## src/rtl/spram_adapter_pkg.sv

```systemverilog
`default_nettype none
// ============================================================================
// Module   : spram_adapter_pkg
// Purpose  : Shared types and constants for the SPRAM word adapter.
//            - state_t    : adapter sequencer states
//            - c_hw_sel_* : halfword select bit (LSB of the SPRAM address)
//            - c_spram_dw : SPRAM data width
//            - c_spram_mw : SPRAM nibble write-mask width
//            - strb2mask  : two byte enables -> four nibble enables
// Revision : 1.0 - initial release
// ============================================================================
package spram_adapter_pkg;

    typedef enum logic [2:0] {
        IDLE    = 3'd0,
        ACC_LO  = 3'd1,
        ACC_HI  = 3'd2,
        RD_TAIL = 3'd3,
        RESP    = 3'd4
    } state_t;

    localparam logic c_hw_sel_lo = 1'b0;
    localparam logic c_hw_sel_hi = 1'b1;
    localparam int   c_spram_dw  = 16;
    localparam int   c_spram_mw  = 4;

    // Each byte enable covers the two nibbles of its byte.
    function automatic logic [c_spram_mw-1:0] strb2mask(input logic [1:0] strb);
        return {strb[1], strb[1], strb[0], strb[0]};
    endfunction

endpackage
`default_nettype wire

```

## src/rtl/spram_word_adapter.sv

```systemverilog
`default_nettype none
// ============================================================================
// Module   : spram_word_adapter
// Purpose  : Turns 32-bit CPU load/store requests into two sequenced halfword
//            accesses (low then high) on a 16-bit single-port RAM.
// Ports    : clk, reset                  - clock, sync active-high reset
//            req_valid/ready/addr/we/wdata/wstrb - CPU request
//            resp_valid/rdata/err        - completion pulse, load data, error
//            mem_addr/din/maskwren/wren  - SPRAM drive
//            mem_dout                    - SPRAM read data (1-cycle latency)
// Options  : SPRAM_ADAPTER_ERR_EN - out-of-window accesses are suppressed and
//            flagged on resp_err; otherwise addresses wrap and resp_err = 0.
// Revision : 1.0 - initial release
// ============================================================================
module spram_word_adapter
    import spram_adapter_pkg::*;
#(
    parameter int          HW_ADDR_W = 14,
    parameter logic [31:0] MEM_BASE  = 32'h0000_0000
) (
    input  logic                  clk,
    input  logic                  reset,
    input  logic                  req_valid,
    output logic                  req_ready,
    input  logic [31:0]           req_addr,
    input  logic                  req_we,
    input  logic [31:0]           req_wdata,
    input  logic [3:0]            req_wstrb,
    output logic                  resp_valid,
    output logic [31:0]           resp_rdata,
    output logic                  resp_err,
    output logic [HW_ADDR_W-1:0]  mem_addr,
    output logic [c_spram_dw-1:0] mem_din,
    output logic [c_spram_mw-1:0] mem_maskwren,
    output logic                  mem_wren,
    input  logic [c_spram_dw-1:0] mem_dout
);

    localparam int c_word_w = HW_ADDR_W - 1;

    state_t                r_state;
    state_t                w_state_nxt;
    logic [c_word_w-1:0]   r_word;
    logic                  r_we;
    logic [31:0]           r_wdata;
    logic [3:0]            r_wstrb;
    logic                  r_err;
    logic [c_spram_dw-1:0] r_rdata_lo;
    logic                  w_accept;
    logic                  w_err;
    logic                  w_wr_en;
    logic                  w_unused;

    assign w_accept = (r_state == IDLE) && req_valid;
    assign w_wr_en  = r_we && !r_err;

    // Byte-offset bits and (when wrapping) the upper address bits are
    // deliberately ignored.
    assign w_unused = &{1'b0, req_addr[31:HW_ADDR_W+1], req_addr[1:0], MEM_BASE};

`ifdef SPRAM_ADAPTER_ERR_EN
    localparam logic [31:0] c_win_bytes = 32'd1 << (HW_ADDR_W + 1);
    logic [31:0] w_offset;

    // Unsigned subtract: addresses below MEM_BASE wrap high and also error.
    assign w_offset = req_addr - MEM_BASE;
    assign w_err    = (w_offset >= c_win_bytes);
    assign resp_err = r_err && (r_state == RESP);
`else
    assign w_err    = 1'b0;
    assign resp_err = 1'b0;
`endif

    always_ff @(posedge clk) begin
        if (reset) begin
            r_state    <= IDLE;
            r_word     <= '0;
            r_we       <= 1'b0;
            r_wdata    <= '0;
            r_wstrb    <= '0;
            r_err      <= 1'b0;
            r_rdata_lo <= '0;
            resp_rdata <= '0;
        end else begin
            r_state <= w_state_nxt;
            if (w_accept) begin
                r_word  <= req_addr[HW_ADDR_W:2];
                r_we    <= req_we;
                r_wdata <= req_wdata;
                r_wstrb <= req_wstrb;
                r_err   <= w_err;
            end
            // Low half is staged so resp_rdata only changes once the whole
            // word is in hand.
            if (r_state == ACC_HI && !r_we) begin
                r_rdata_lo <= mem_dout;
            end
            if (r_state == RD_TAIL) begin
                resp_rdata <= r_err ? 32'h0 : {mem_dout, r_rdata_lo};
            end
        end
    end

    always_comb begin
        w_state_nxt  = r_state;
        req_ready    = 1'b0;
        resp_valid   = 1'b0;
        mem_addr     = '0;
        mem_din      = '0;
        mem_maskwren = '0;
        mem_wren     = 1'b0;
        case (r_state)
            IDLE: begin
                req_ready = 1'b1;
                if (req_valid) begin
                    w_state_nxt = ACC_LO;
                end
            end
            ACC_LO: begin
                mem_addr = {r_word, c_hw_sel_lo};
                mem_din  = r_wdata[15:0];
                if (w_wr_en) begin
                    mem_maskwren = strb2mask(r_wstrb[1:0]);
                    mem_wren     = 1'b1;
                end
                w_state_nxt = ACC_HI;
            end
            ACC_HI: begin
                mem_addr = {r_word, c_hw_sel_hi};
                mem_din  = r_wdata[31:16];
                if (w_wr_en) begin
                    mem_maskwren = strb2mask(r_wstrb[3:2]);
                    mem_wren     = 1'b1;
                end
                w_state_nxt = r_we ? RESP : RD_TAIL;
            end
            RD_TAIL: begin
                mem_addr    = {r_word, c_hw_sel_hi};
                w_state_nxt = RESP;
            end
            RESP: begin
                resp_valid  = 1'b1;
                w_state_nxt = IDLE;
            end
            default: begin
                w_state_nxt = IDLE;
            end
        endcase
    end

endmodule
`default_nettype wire

```

## config.mk

```make
export PLATFORM = sky130hd
export DESIGN_NAME = spram_word_adapter
export DESIGN_NICKNAME = d
export VERILOG_FILES = /design/src/rtl/spram_adapter_pkg.sv /design/src/rtl/spram_word_adapter.sv
export SDC_FILE = /design/constraint.sdc
export NUM_CORES = 1
export LEC_CHECK = 0
export CAP_MARGIN = 20
export CORE_ASPECT_RATIO = 0.8
export CORE_UTILIZATION = 40
export CTS_BUF_LIST = sky130_fd_sc_hd__clkbuf_8 sky130_fd_sc_hd__clkbuf_16
export CTS_CLUSTER_DIAMETER = 50
export CTS_CLUSTER_SIZE = 20
export DETAILED_ROUTE_END_ITERATION = 8
export PLACE_DENSITY_LB_ADDON = 0.08
export SETUP_SLACK_MARGIN = 0.05
export SLEW_MARGIN = 20
export SYNTH_ARGS = -nofsm -noshare
export SYNTH_HDL_FRONTEND = slang
export SYNTH_SLANG_ARGS = --single-unit
```

## constraint.sdc

```tcl
create_clock -name clk -period 1.47 [get_ports clk]
set_clock_uncertainty 0.05 [all_clocks]
set_input_delay 0.294 -clock clk [delete_from_list [all_inputs] [get_ports clk]]
set_output_delay 0.294 -clock clk [all_outputs]
set_load 0.01 [all_outputs]
```

-- Yosys cells after proc, flatten, opt, wreduce, memory -nomap -nowiden
Index checks and enable logic that the tools add are counted.
- output and inout port bits: 70
- bits in read-only memories: 0
- input bits: 88
- word-level logic and storage cells: 30
- bits in latches: 0
- flip-flop bits (word level): 101
- bits in writable memories: 0
- memories: 0
- divide/modulo/power cells: 0
- mux-type cells: 12
- $add $sub $neg: 0
- equality and inequality tests: 5
- order comparisons: 0
- reductions and logical operators: 6
- bitwise operators: 0
- $mul: 0
- shift operators: 0
- operators with widths (cell ; count):
    $pmux 16 s2 ; 1
    $pmux 14 s2 ; 1
    $pmux 3 s4 ; 1
    $mux 4 ; 2
    $pmux 4 s2 ; 1
    $eq 3x2->1 const B ; 2
    $mux 3 ; 2
    $mux 1 ; 4
    $reduce_or 2->1 ; 2
    $eq 3x1->1 const B ; 1
    $eq 3x3->1 const B ; 1
    $logic_not 3->1 ; 1
    $logic_and 1x1->1 ; 2
    $ne 2x2->1 const B ; 1
    $logic_not 1->1 ; 1

-- Logic depth before layout (Yosys ltp)
Gate-level depths: netlist (run 1).
- depth after elaboration: 3
- gate-level depth with buffers: 5
- mapped depth without buffers: 2

-- Least setup slack after synthesis (run 1)
Ideal clock, no wire load.
- kind: reg-to-output
- from: register r_state[1]
- to: output port mem_maskwren[1]
- buffers on the path: 3
- data required time: 1.126 ns
- cell stages (with the launch flop): 6
- path slack: -0.225 ns
- arrival: 1.351 ns
- cell sequence: dfxtp_1 > buf_4 > nor3b_4 > buf_4 > a32o_1 > buf_4
- cells in the longest elaborated chain, start to end: 2
- ends and longest elaborated chain (element ; line ; RTL):
    start: declaration ; spram_word_adapter.sv:41 ; state_t r_state;
    start signal: assignment ; spram_word_adapter.sv:85 ; r_state <= w_state_nxt;
    $eq 3x2->1 / $eq 3x1->1 (equally long branches) ; spram_word_adapter.sv:112 ; case (r_state)
    $pmux 4 s2 (*) ; spram_word_adapter.sv:112 ;
    end: declaration ; spram_word_adapter.sv:34 ; output logic [c_spram_mw-1:0] mem_maskwren,
Mark *: on every way between the ends. The rest lies on a longest branch, timed or not.

-- Worst setup path after layout (run 1)
- from: register r_state[2]
- to: output port mem_addr[3]
- cells in the longest elaborated chain, start to end: 3
- ends and longest elaborated chain (element ; line ; RTL):
    $eq 3x2->1 ; spram_word_adapter.sv:112 ;
    $reduce_or 2->1 (no source line) ; n/a ;
    $pmux 14 s2 (*) ; spram_word_adapter.sv:112 ;
    end: declaration ; spram_word_adapter.sv:32 ; output logic [HW_ADDR_W-1:0] mem_addr,
Marked as above.

==> results of run 1 <==
## registers in the layout, indices dropped and copies added, names as in the netlist
register and flops:
r_rdata_lo 16, r_state 3, r_wstrb 4, r_word 13, r_we 1, r_wdata 32
resp_rdata 32
## metal layers
| metal | GRT usage (%) | vias to the layer above | share of wire (%) |
|---|---|---|---|
| li1 | - | 1844 | - |
| met1 | 25.87 | 1710 | 49 |
| met2 | 29.35 | 85 | 44 |
| met3 | 5.556 | 13 | 6.1 |
| met4 | 6.117 | 0 | 1.5 |
| met5 | 0 | - | 0 |
## worst max-delay path by stage
stage                            start  cells past startpoint  slack (ns)              end
3_3_place_gp   r_state[0]$_SDFFE_PP0P_                      4       -0.42      mem_addr[4]
3_5_place_dp   r_state[0]$_SDFFE_PP0P_                      4       -0.42      mem_addr[5]
2_1_floorplan  r_state[1]$_SDFFE_PP0P_                      5       -0.13  mem_maskwren[1]
4_1_cts        r_state[2]$_SDFFE_PP0P_                      7       -0.50      mem_din[14]
6_report       r_state[2]$_SDFFE_PP0P_                      6       -0.46      mem_addr[3]
5_1_grt        r_state[2]$_SDFFE_PP0P_                      6       -0.54       mem_din[6]
## placed cells by master (no fill, tap or decap), types with 2 or more instances in the layout
cell,count
dfxtp_4,3
buf_6,49
nand2b_1,166
o21ba_4,2
mux2i_1,97
buf_2,18
bufinv_16,2
clkdlybuf4s50_1,67
nor3b_4,2
nor4b_4,2
buf_4,17
buf_12,11
and2_4,13
a32o_2,2
clkbuf_16,10
dlygate4sd2_1,32
and2_1,2
dfxtp_1,98
a22o_1,16
buf_8,2
## area by class of cell
| class | instances | area [µm²] |
|---|---|---|
| clock inverter | 3 | 63.81 |
| fill | 970 | 4372 |
| clock buffer | 10 | 239.0 |
| tap | 148 | 185.2 |
| multi-input combinational | 317 | 2585 |
| sequential | 101 | 2033 |
| timing repair buffer | 197 | 1996 |
## power by group through the flow
| stage | Clock [mW] | Combinational (mW) | Sequential (mW) |
|---|---|---|---|
| 2_1_floorplan | 0 | 0.670 | 3.03 |
| 3_3_place_gp | 0 | 1.14 | 3.06 |
| 3_5_place_dp | 0 | 1.16 | 3.05 |
| 4_1_cts | 2.55 | 1.49 | 2.99 |
| 5_1_grt | 2.65 | 1.63 | 3.01 |
| 6_report | 2.46 | 1.53 | 3.00 |
## cells by family (layout without fill, tap and decap cells)
family | Yosys count | after routing
multiplexers | 98 | 98
flip-flops | 101 | 101
buffers and inverters | 40 | 210
AO/OA/AOI/OAI | 22 | 23
AND/OR/NAND/NOR | 195 | 195
other | 1 | 1
## through the flow
| stage | instance area (µm²) | hold slack [ns] | total power, mW | util [%] | setup TNS, ns |
|---|---|---|---|---|---|
| 2_1_floorplan | 4722 | 0.3941 | 3.699 | - | -0.8236 |
| 3_3_place_gp | 6314 | 0.4045 | 4.197 | 55.03 | -22.98 |
| 3_5_place_dp | 6314 | 0.4067 | 4.213 | 55.03 | -25.57 |
| 4_1_cts | 7033 | 0.4241 | 7.034 | 61.30 | -29.06 |
| 5_1_grt | 7102 | 0.4351 | 7.296 | 61.90 | -35.88 |
| 6_report | 7102 | 0.4203 | 6.987 | 61.90 | -27.40 |
## worst max-delay path, delay by kind of cell (launching register included)
family,cells,cell delay (ns)
and+or+nand+nor,1,0.14
AOI/OAI and AO/OA,1,0.27
DFF,1,0.36
buffers and inverters,4,0.48
## what timing repair did
item / CTS / global route
gates cloned: 6 / 1
setup endpoints to repair: 127 / 137
buffers inserted: 30 / 5
pin swaps: 28 / 16
resized for setup: 250 / 27
==> flow_metrics.env, run 1 <==
export IMPL_drive_gt1_share_pct=22.93
export IMPL_synthAdderAreaFrac_pct=0
export IMPL_gr_usage_all_layers_pct=19.19
export IMPL_cp_required_ns=1.13
export IMPL_avgSynthCellArea_um2=10.29
export IMPL_final_antenna_net_count=0
export IMPL_clk_path_buf_depth=2
export IMPL_cts_sinks=101
export IMPL_rrSetupSlack_ns=-0.28
export IMPL_synthTopCellsByCount="nand2b_1 (167), dfxtp_1 (101), mux2i_1 (98), clkbuf_1 (20), a22o_1 (16)"
export IMPL_dieHeight_um=98.99
export IMPL_yosysMostFrequentCell="nand2b_1"
export IMPL_root_buffer="clkbuf_16"
export IMPL_netlist_area_leader_share_pct=42.99
export IMPL_cp_cell_sequence="buf_4, buf_4, o21ba_4, buf_6, and2_4, buf_6"
export IMPL_synth_ff_type="dfxtp_1"
export IMPL_die_area_um2=12200
export IMPL_grt_ovfl_total=0
export IMPL_period_needed_ns=1.934
export IMPL_r2r_start="r_state[1]$_SDFFE_PP0P_"
export IMPL_wl_um=11410
export IMPL_cp_slowest_cell="dfxtp_4"
export IMPL_dp_cells=727
export IMPL_critPathMaxStageDelay_ns=0.36
export IMPL_path_clk_slew_ns=0.06
export IMPL_synth_seq_cells=101
export IMPL_crit_fanout=6
export IMPL_power_leakage_nw=3.117
export IMPL_crit_type="reg -> out"
export IMPL_setup_violations=133
export IMPL_hold_end="resp_rdata[6]$_SDFFE_PP0N_"
export IMPL_htreeDepth=3
export IMPL_synth_top_area_cell="dfxtp_1"
export IMPL_synth_top_family_by_area="simple AND/OR/NAND/NOR gates"
export IMPL_hp_start="resp_rdata[6]$_SDFFE_PP0N_"
export IMPL_clock_fmax_mhz=517.1
export IMPL_ff2ff_path_depth=8
export IMPL_fin_ws_ns=-0.4639
export IMPL_dp_hpwl_um=7079
export IMPL_p_switching_mw=1.641
export IMPL_initial_utilization_pct=40.99
export IMPL_netlist_area_um2=4703
export IMPL_die_w_um=123.2
export IMPL_hold_viol_final=0
export IMPL_arrival_ns=1.59
export IMPL_pwr_share_seq_pct=42.9
export IMPL_yosys_area_share_simple_pct=27.08
export IMPL_status="finished, violations left"
export IMPL_n_antenna_cell=0
export IMPL_netSwitchingFraction_pct=23.48
export IMPL_cts_hold_buf=0
export IMPL_period_share_pct=131.6
export IMPL_grt_max_degree=119
export IMPL_drt_iter0_drc=138
export IMPL_violations="setup timing"
export IMPL_synthArstFlopShare_pct=0
export IMPL_dr_pass1_iters=4
export IMPL_endpoint_kind="primary output"
export IMPL_synth_xor_xnor_area_share_pct=0
export IMPL_place_congestion=0.7395
export IMPL_cts_tree="done"
export IMPL_cts_buffers=9
export IMPL_grt_pass1_wl_um=18150
export IMPL_pwr_share_clk_pct=35.3
export IMPL_power_density_nw_per_um2=983.8
export IMPL_synth_seq_area_share_pct=42.99
export IMPL_area_growth_pct=51.00
export IMPL_rsz0062_at_grt="yes"
export IMPL_stdcell_count=776
export IMPL_insertion_delay_ns=0.33
export IMPL_p_int_mw=5.346
export IMPL_syn_inst=457
export IMPL_ir_worst_vdd_uv=693.4
export IMPL_startpoint_type="flop"
export IMPL_synth_mux_area_share_pct=20.86
export IMPL_port_buffers=137
export IMPL_wl_per_cell_um=14.71
export IMPL_report_final_slew_viol_count=0
export IMPL_synth_compound_area_share_pct=4.123
export IMPL_core_um2=11470
export IMPL_worstHoldPathType="reg -> reg"
export IMPL_drcViolationCount=0
export IMPL_yosysWarnings=0
export IMPL_final_nets=714
export IMPL_whs_path_depth=2
export IMPL_r2r_end="r_wstrb[2]$_SDFFE_PP0P_"
export IMPL_ios=158
export IMPL_maxCapViolations=0
export IMPL_place_ws_ns=-0.4171
export IMPL_p_comb_share_pct=21.8
export IMPL_synth_edff_count=0
export IMPL_grt_pass1_vias=3665
export IMPL_synthTopCellsByArea="dfxtp_1 (43%), nand2b_1 (22%), mux2i_1 (21%)"
export IMPL_std_cell_rows=35
export IMPL_dr_total_vias=3652
export IMPL_viasPerCell=4.706
export IMPL_ys_types=26
export IMPL_synth_nets=545
export IMPL_antenna_found_initial=0
(Power assumes the default switching activity.)
==> inputs of run 2 (changes only) <==
DONT_BUFFER_PORTS = 1   (was default)
==> flow_metrics.env, run 2 (same netlist as run 1, synthesis figures left out) <==
export IMPL_clock_fmax_mhz=562.3
export IMPL_most_common_layout_cells="nand2b_1 (167), mux2i_1 (98), dfxtp_1 (98), buf_4 (15), buf_6 (14)"
export IMPL_status="finished, violations left"
export IMPL_netSwitchingFraction_pct=23.55
export IMPL_mostFrequentLayoutCell="nand2b_1"
export IMPL_power_leakage_nw=2.385
export IMPL_total_power_mw=6.745
export IMPL_report_final_slew_viol_count=0
export IMPL_dp_cells=589
export IMPL_fin_ws_ns=-0.3085
export IMPL_viasPerCell=4.921
export IMPL_insertion_delay_ns=0.34
export IMPL_n_antenna_cell=0
export IMPL_gr_usage_all_layers_pct=16.81
export IMPL_hold_viol_final=0
export IMPL_cts_tree="done"
export IMPL_dr_total_vias=3105
export IMPL_whs_path_depth=2
export IMPL_root_buffer="clkbuf_16"
export IMPL_grt_ovfl_total=0
export IMPL_arrival_ns=1.43
export IMPL_grt_pass1_vias=2952
export IMPL_ff2ff_path_depth=7
export IMPL_final_nets=566
export IMPL_core_um2=11470
export IMPL_stdcell_count=631
export IMPL_grt_max_degree=166
export IMPL_initial_utilization_pct=40.99
export IMPL_dp_hpwl_um=6015
export IMPL_power_density_nw_per_um2=1157
export IMPL_cts_sinks=101
export IMPL_rrSetupSlack_ns=-0.18
export IMPL_final_core_util_pct=50.80
export IMPL_reg_largest_list="r_wdata x32, resp_rdata x32, r_rdata_lo x16"
export IMPL_area_growth_pct=23.92
export IMPL_pwr_share_clk_pct=38.4
export IMPL_violations="setup timing"
export IMPL_die_w_um=123.2
export IMPL_setup_violations=91
export IMPL_port_buffers=0
export IMPL_dr_pass1_iters=4
export IMPL_drt_iter0_drc=95
export IMPL_maxCapViolations=0
export IMPL_ios=158
export IMPL_p_comb_share_pct=17.0
export IMPL_path_clk_slew_ns=0.07
export IMPL_p_int_mw=5.157
export IMPL_die_area_um2=12200
export IMPL_cts_buffers=9
export IMPL_period_share_pct=121.0
export IMPL_crit_type="reg -> out"
export IMPL_final_antenna_net_count=0
export IMPL_rsz0062_at_grt="yes"
export IMPL_startpoint_type="flop"
export IMPL_htreeDepth=3
export IMPL_clk_path_buf_depth=2
export IMPL_antenna_found_initial=0
export IMPL_period_needed_ns=1.778
export IMPL_std_cell_rows=35
export IMPL_ir_worst_vdd_uv=663.2
export IMPL_pwr_share_seq_pct=44.6
export IMPL_crit_fanout=10
export IMPL_grt_pass1_wl_um=15700
export IMPL_drive_gt1_share_pct=20.91
export IMPL_endpoint_kind="primary output"
export IMPL_wl_per_cell_um=16.32
export IMPL_worstHoldPathType="in -> reg"
export IMPL_place_congestion=0.7074
export IMPL_p_switching_mw=1.588
export IMPL_drcViolationCount=0
export IMPL_cp_required_ns=1.13
export IMPL_wl_um=10300
export IMPL_whs_ns=0.05343
export IMPL_dieHeight_um=98.99
[run 2: changes by cell type in the layout (fill, tap and decap cells not counted), sizes merged, moves of 3 or more]
cell | before | now
clkdlybuf4s50 | 67 | 0
clkbuf | 11 | 14
dlygate4sd2 | 32 | 0
buf | 97 | 45
[run 2: worst paths after layout]
kind / startpoint / endpoint
worst min register to register: r_word[4]$_SDFFE_PP0P_ / r_word[4]$_SDFFE_PP0P_
worst min-delay path: req_wdata[22] / r_wdata[22]$_SDFFE_PP0P_
worst max-delay path: r_state[0]$_SDFFE_PP0P_ / mem_maskwren[1]
worst max register to register: r_state[1]$_SDFFE_PP0P_ / r_wdata[11]$_SDFFE_PP0P_
[run 2: what timing repair did]
action                                 in CTS  in global routing
setup endpoints to repair                 114                116
pin swaps                                  15                 10
endpoints found under the hold margin       3                  0
buffers inserted                           13                 12
resized for setup                          54                 18
hold buffers                                1                  0
cloned                                      5                  3
[run 2: final cells by class]
| class | count | area (µm²) |
|---|---|---|
| clock buffers | 11 | 252.7 |
| clock inverters | 5 | 75.07 |
| fillers | 1080 | 5645 |
| multi-input cells | 317 | 2636 |
| flip-flops and latches | 101 | 2033 |
| well taps | 148 | 185.2 |
| repair buffers | 49 | 645.6 |
[run 2: metrics by stage]
stage / cell area, µm² / TNS [ns] / setup slack [ns]
final: 5828 / -15.61 / -0.3085
after global routing: 5828 / -22.86 / -0.3734
after CTS: 5725 / -11.75 / -0.2908
after detailed placement: 4925 / -8.056 / -0.1607
after global placement: 4925 / -6.125 / -0.1151
after floorplan: 4722 / -0.8236 / -0.1258
[run 2: routing by layer]
metal,track usage (%),part of all wire (%),up-vias
li1,-,-,1565
met1,23.37,50,1449
met2,24.50,42,82
met3,5.556,6.3,9
met4,5.005,1.0,0
met5,0,0,-
[run 2: critical path: stages (launching register included)]
cell     delay [ns]
dfxtp_4        0.38
nor3b_4        0.22
buf_4          0.15
buf_12         0.13
a32o_2         0.22
[run 2: power by group through the flow]
stage          Combinational [mW]  Clock (mW)  Sequential [mW]
3_5_place_dp                0.805           0             3.06
5_1_grt                      1.24        2.76             3.03
2_1_floorplan               0.670           0             3.03
3_3_place_gp                0.794           0             3.06
6_report                     1.15        2.59             3.01
4_1_cts                      1.12        2.68             3.01
==> inputs of run 3 (changes only) <==
HOLD_SLACK_MARGIN = 0.15   (was default)
SLEW_MARGIN = 40   (was 20)
==> flow_metrics.env, run 3 <==
export IMPL_status="did not finish"
export IMPL_lastStage="clock tree synthesis (4_1_cts)"
export IMPL_error="[ERROR RSZ-0060] Max buffer count reached."
export IMPL_synthTopCellsByArea="dfxtp_1 (43%), nand2b_1 (22%), mux2i_1 (21%)"
export IMPL_netlist_area_leader_share_pct=42.99
export IMPL_synth_edff_count=0
export IMPL_syn_inst=457
export IMPL_cts_resized=54
export IMPL_htreeDepth=3
export IMPL_port_buffers=0
export IMPL_root_buffer="clkbuf_16"
export IMPL_yosysWarnings=0
export IMPL_yosysMostFrequentCell="nand2b_1"
export IMPL_dp_hpwl_um=6015
export IMPL_dieHeight_um=98.99
export IMPL_clk_path_buf_depth=2
export IMPL_cts_buffers=9
export IMPL_synth_nets=545
export IMPL_cts_sinks=101
export IMPL_synth_seq_area_share_pct=42.99
export IMPL_cts_hold_buf=125
export IMPL_synth_seq_cells=101
export IMPL_initial_utilization_pct=40.99
export IMPL_synth_top_area_cell="dfxtp_1"
export IMPL_synthArstFlopShare_pct=0
export IMPL_place_congestion=0.7074
export IMPL_place_area_um2=4925
export IMPL_synthTopCellsByCount="nand2b_1 (167), dfxtp_1 (101), mux2i_1 (98), clkbuf_1 (20), a22o_1 (16)"
export IMPL_netlist_area_um2=4703
export IMPL_std_cell_rows=35
export IMPL_ys_types=26
export IMPL_synth_ff_type="dfxtp_1"
export IMPL_avgSynthCellArea_um2=10.29
export IMPL_postCtsSetupBuffers=13
export IMPL_die_w_um=123.2
export IMPL_ios=158
run 3: logic make-up after synthesis:
kind of cell    after synthesis  share of synthesized area (%)
compound gates               22                          4.124
buf+inv                      40                          4.868
flops                       101                          42.99
mux                          98                          20.86
other cells                   1                        0.07973
simple gates                195                          27.08
run 3: per-stage QoR:
stage / hold WS [ns] / cells / util [%] / setup TNS, ns / setup slack, ns
after floorplan: 0.3941 / 457 / - / -0.8236 / -0.1258
after detailed placement: 0.3257 / 589 / 42.92 / -8.056 / -0.1607
after global placement: 0.3234 / 589 / 42.92 / -6.125 / -0.1151
==> inputs of run 4 (changes only) <==
CORE_ASPECT_RATIO = default   (was 0.8)
CORE_UTILIZATION = 25   (was 40)
CTS_BUF_LIST = default   (was sky130_fd_sc_hd__clkbuf_8 sky130_fd_sc_hd__clkbuf_16)
CTS_CLUSTER_DIAMETER = default   (was 50)
CTS_CLUSTER_SIZE = default   (was 20)
HOLD_SLACK_MARGIN = default   (was 0.15)
PLACE_DENSITY_LB_ADDON = 0.15   (was 0.08)
SETUP_SLACK_MARGIN = default   (was 0.05)
clock period = 1.9 ns   (was 1.47 ns; I/O delays follow)
==> flow_metrics.env, run 4 (same netlist as run 1, synthesis figures left out) <==
export IMPL_netSwitchingFraction_pct=26.26
export IMPL_drt_iter0_drc=90
export IMPL_dr_total_vias=2997
export IMPL_pwr_share_clk_pct=39.3
export IMPL_final_antenna_net_count=0
export IMPL_grt_ovfl_total=0
export IMPL_worstHoldPathType="in -> reg"
export IMPL_endpoint_kind="primary output"
export IMPL_std_cell_rows=49
export IMPL_cts_hold_buf=0
export IMPL_viasPerCell=4.401
export IMPL_met1Wirelength_um=5016
export IMPL_dr_wl_met2_um=5077
export IMPL_initial_utilization_pct=25.83
export IMPL_mostFrequentLayoutCell="nand2b_1"
export IMPL_grt_pass1_vias=3175
export IMPL_clock_fmax_mhz=527.0
export IMPL_grt_max_degree=168
export IMPL_p_int_mw=3.628
export IMPL_drcViolationCount=9
export IMPL_antenna_found_initial=0
export IMPL_hold_viol_final=0
export IMPL_p_comb_share_pct=13.3
export IMPL_maxCapViolations=0
export IMPL_path_clk_slew_ns=0.07
export IMPL_port_buffers=0
export IMPL_final_nets=535
export IMPL_most_common_layout_cells="nand2b_1 (167), dfxtp_1 (98), mux2i_1 (97), and2_1 (15), clkbuf_16 (10)"
export IMPL_htreeDepth=3
export IMPL_total_power_mw=4.920
export IMPL_wl_per_cell_um=16.41
export IMPL_period_share_pct=99.87
export IMPL_startpoint_type="flop"
export IMPL_gr_usage_all_layers_pct=11.66
export IMPL_p_switching_mw=1.292
export IMPL_wl_met3_um=920
export IMPL_arrival_ns=1.47
export IMPL_crit_fanout=19
export IMPL_dp_hpwl_um=6819
export IMPL_n_antenna_cell=0
export IMPL_pwr_share_seq_pct=47.4
export IMPL_violations="DRC"
export IMPL_ios=158
export IMPL_root_buffer="clkbuf_16"
export IMPL_dp_cells=658
export IMPL_report_final_slew_viol_count=0
export IMPL_ir_worst_vdd_uv=404.2
export IMPL_status="finished, violations left"
export IMPL_crit_type="reg -> out"
export IMPL_reg_largest_list="r_wdata x32, resp_rdata x32, r_rdata_lo x16"
export IMPL_clk_path_buf_depth=2
export IMPL_area_growth_pct=15.40
export IMPL_dieHeight_um=139.2
export IMPL_wl_um=11180
export IMPL_grt_pass1_wl_um=17410
export IMPL_cts_sinks=101
export IMPL_die_w_um=139.2
export IMPL_rsz0062_at_grt="yes"
export IMPL_cp_required_ns=1.47
export IMPL_cts_buffers=9
export IMPL_die_area_um2=19370
export IMPL_insertion_delay_ns=0.35
export IMPL_dr_pass1_iters=8
export IMPL_drive_gt1_share_pct=13.27
export IMPL_place_congestion=0.6921
export IMPL_setup_violations=0
export IMPL_period_needed_ns=1.897
export IMPL_top_layer="met4"
export IMPL_cts_tree="done"
export IMPL_power_leakage_nw=2.140
export IMPL_stdcell_count=681
export IMPL_power_density_nw_per_um2=906.4
export IMPL_core_um2=18210
-- run 4: through the flow --
step                hold slack, ns  setup slack (ns)  TNS [ns]  instance area, µm²  utilization [%]
floorplan                   0.3941            0.1190         0                4703                -
global placement            0.4047            0.1780         0                4907            26.95
detailed placement          0.4093            0.1676         0                4907            26.95
CTS                        0.03203          -0.03294   -0.2593                5384            29.57
global route               0.03660          -0.08609    -1.389                5428            29.81
finish                      0.1041          0.002529         0                5428            29.81
-- run 4: worst paths after layout --
path                                         startpoint                 endpoint  slack, ns  cells after the start
worst max-delay path            r_state[1]$_SDFFE_PP0P_          mem_maskwren[3]      0.003                      4
worst max register to register  r_state[1]$_SDFFE_PP0P_  r_wdata[8]$_SDFFE_PP0P_       0.12                      6
worst min register to register   r_word[9]$_SDFFE_PP0P_   r_word[9]$_SDFFE_PP0P_       0.42                      2
worst min-delay path                              reset  r_state[2]$_SDFFE_PP0P_       0.10                      1
-- run 4: critical path, cell delays in order (launching register included) --
cell     delay, ns
dfxtp_2       0.33
buf_4         0.14
nor3b_4       0.20
buf_12        0.20
a32o_2        0.24
-- run 4: what timing repair did --
item | 4_1_cts | 5_1_grt
gates resized for setup | 22 | 13
buffers inserted | 4 | 1
gates cloned | 1 | 2
setup endpoints to repair | 34 | 53
pin swaps | 1 | 3
-- run 4: final cells by class --
| type | instances | area, µm² |
|---|---|---|
| fillers | 1862 | 12780 |
| multi-input cells | 316 | 2580 |
| flip-flops and latches | 101 | 2031 |
| well taps | 229 | 286.5 |
| repair buffers | 19 | 227.7 |
| clock buffers | 9 | 225.2 |
| clock inverters | 7 | 77.57 |
-- run 4: layer usage --
layer	GRT usage (%)	vias to the layer above
met4	4.035	0
li1	-	1485
met2	19.03	98
met3	5.145	13
met1	13.53	1401
met5	0	-
-- run 4: power groups by stage --
stage / combinational, mW / clock, mW / sequential [mW]
floorplan: 0.514 / 0 / 2.34
global placement: 0.580 / 0 / 2.37
global route: 0.715 / 2.12 / 2.35
finish: 0.657 / 1.93 / 2.33
detailed placement: 0.592 / 0 / 2.37
CTS: 0.649 / 2.03 / 2.33
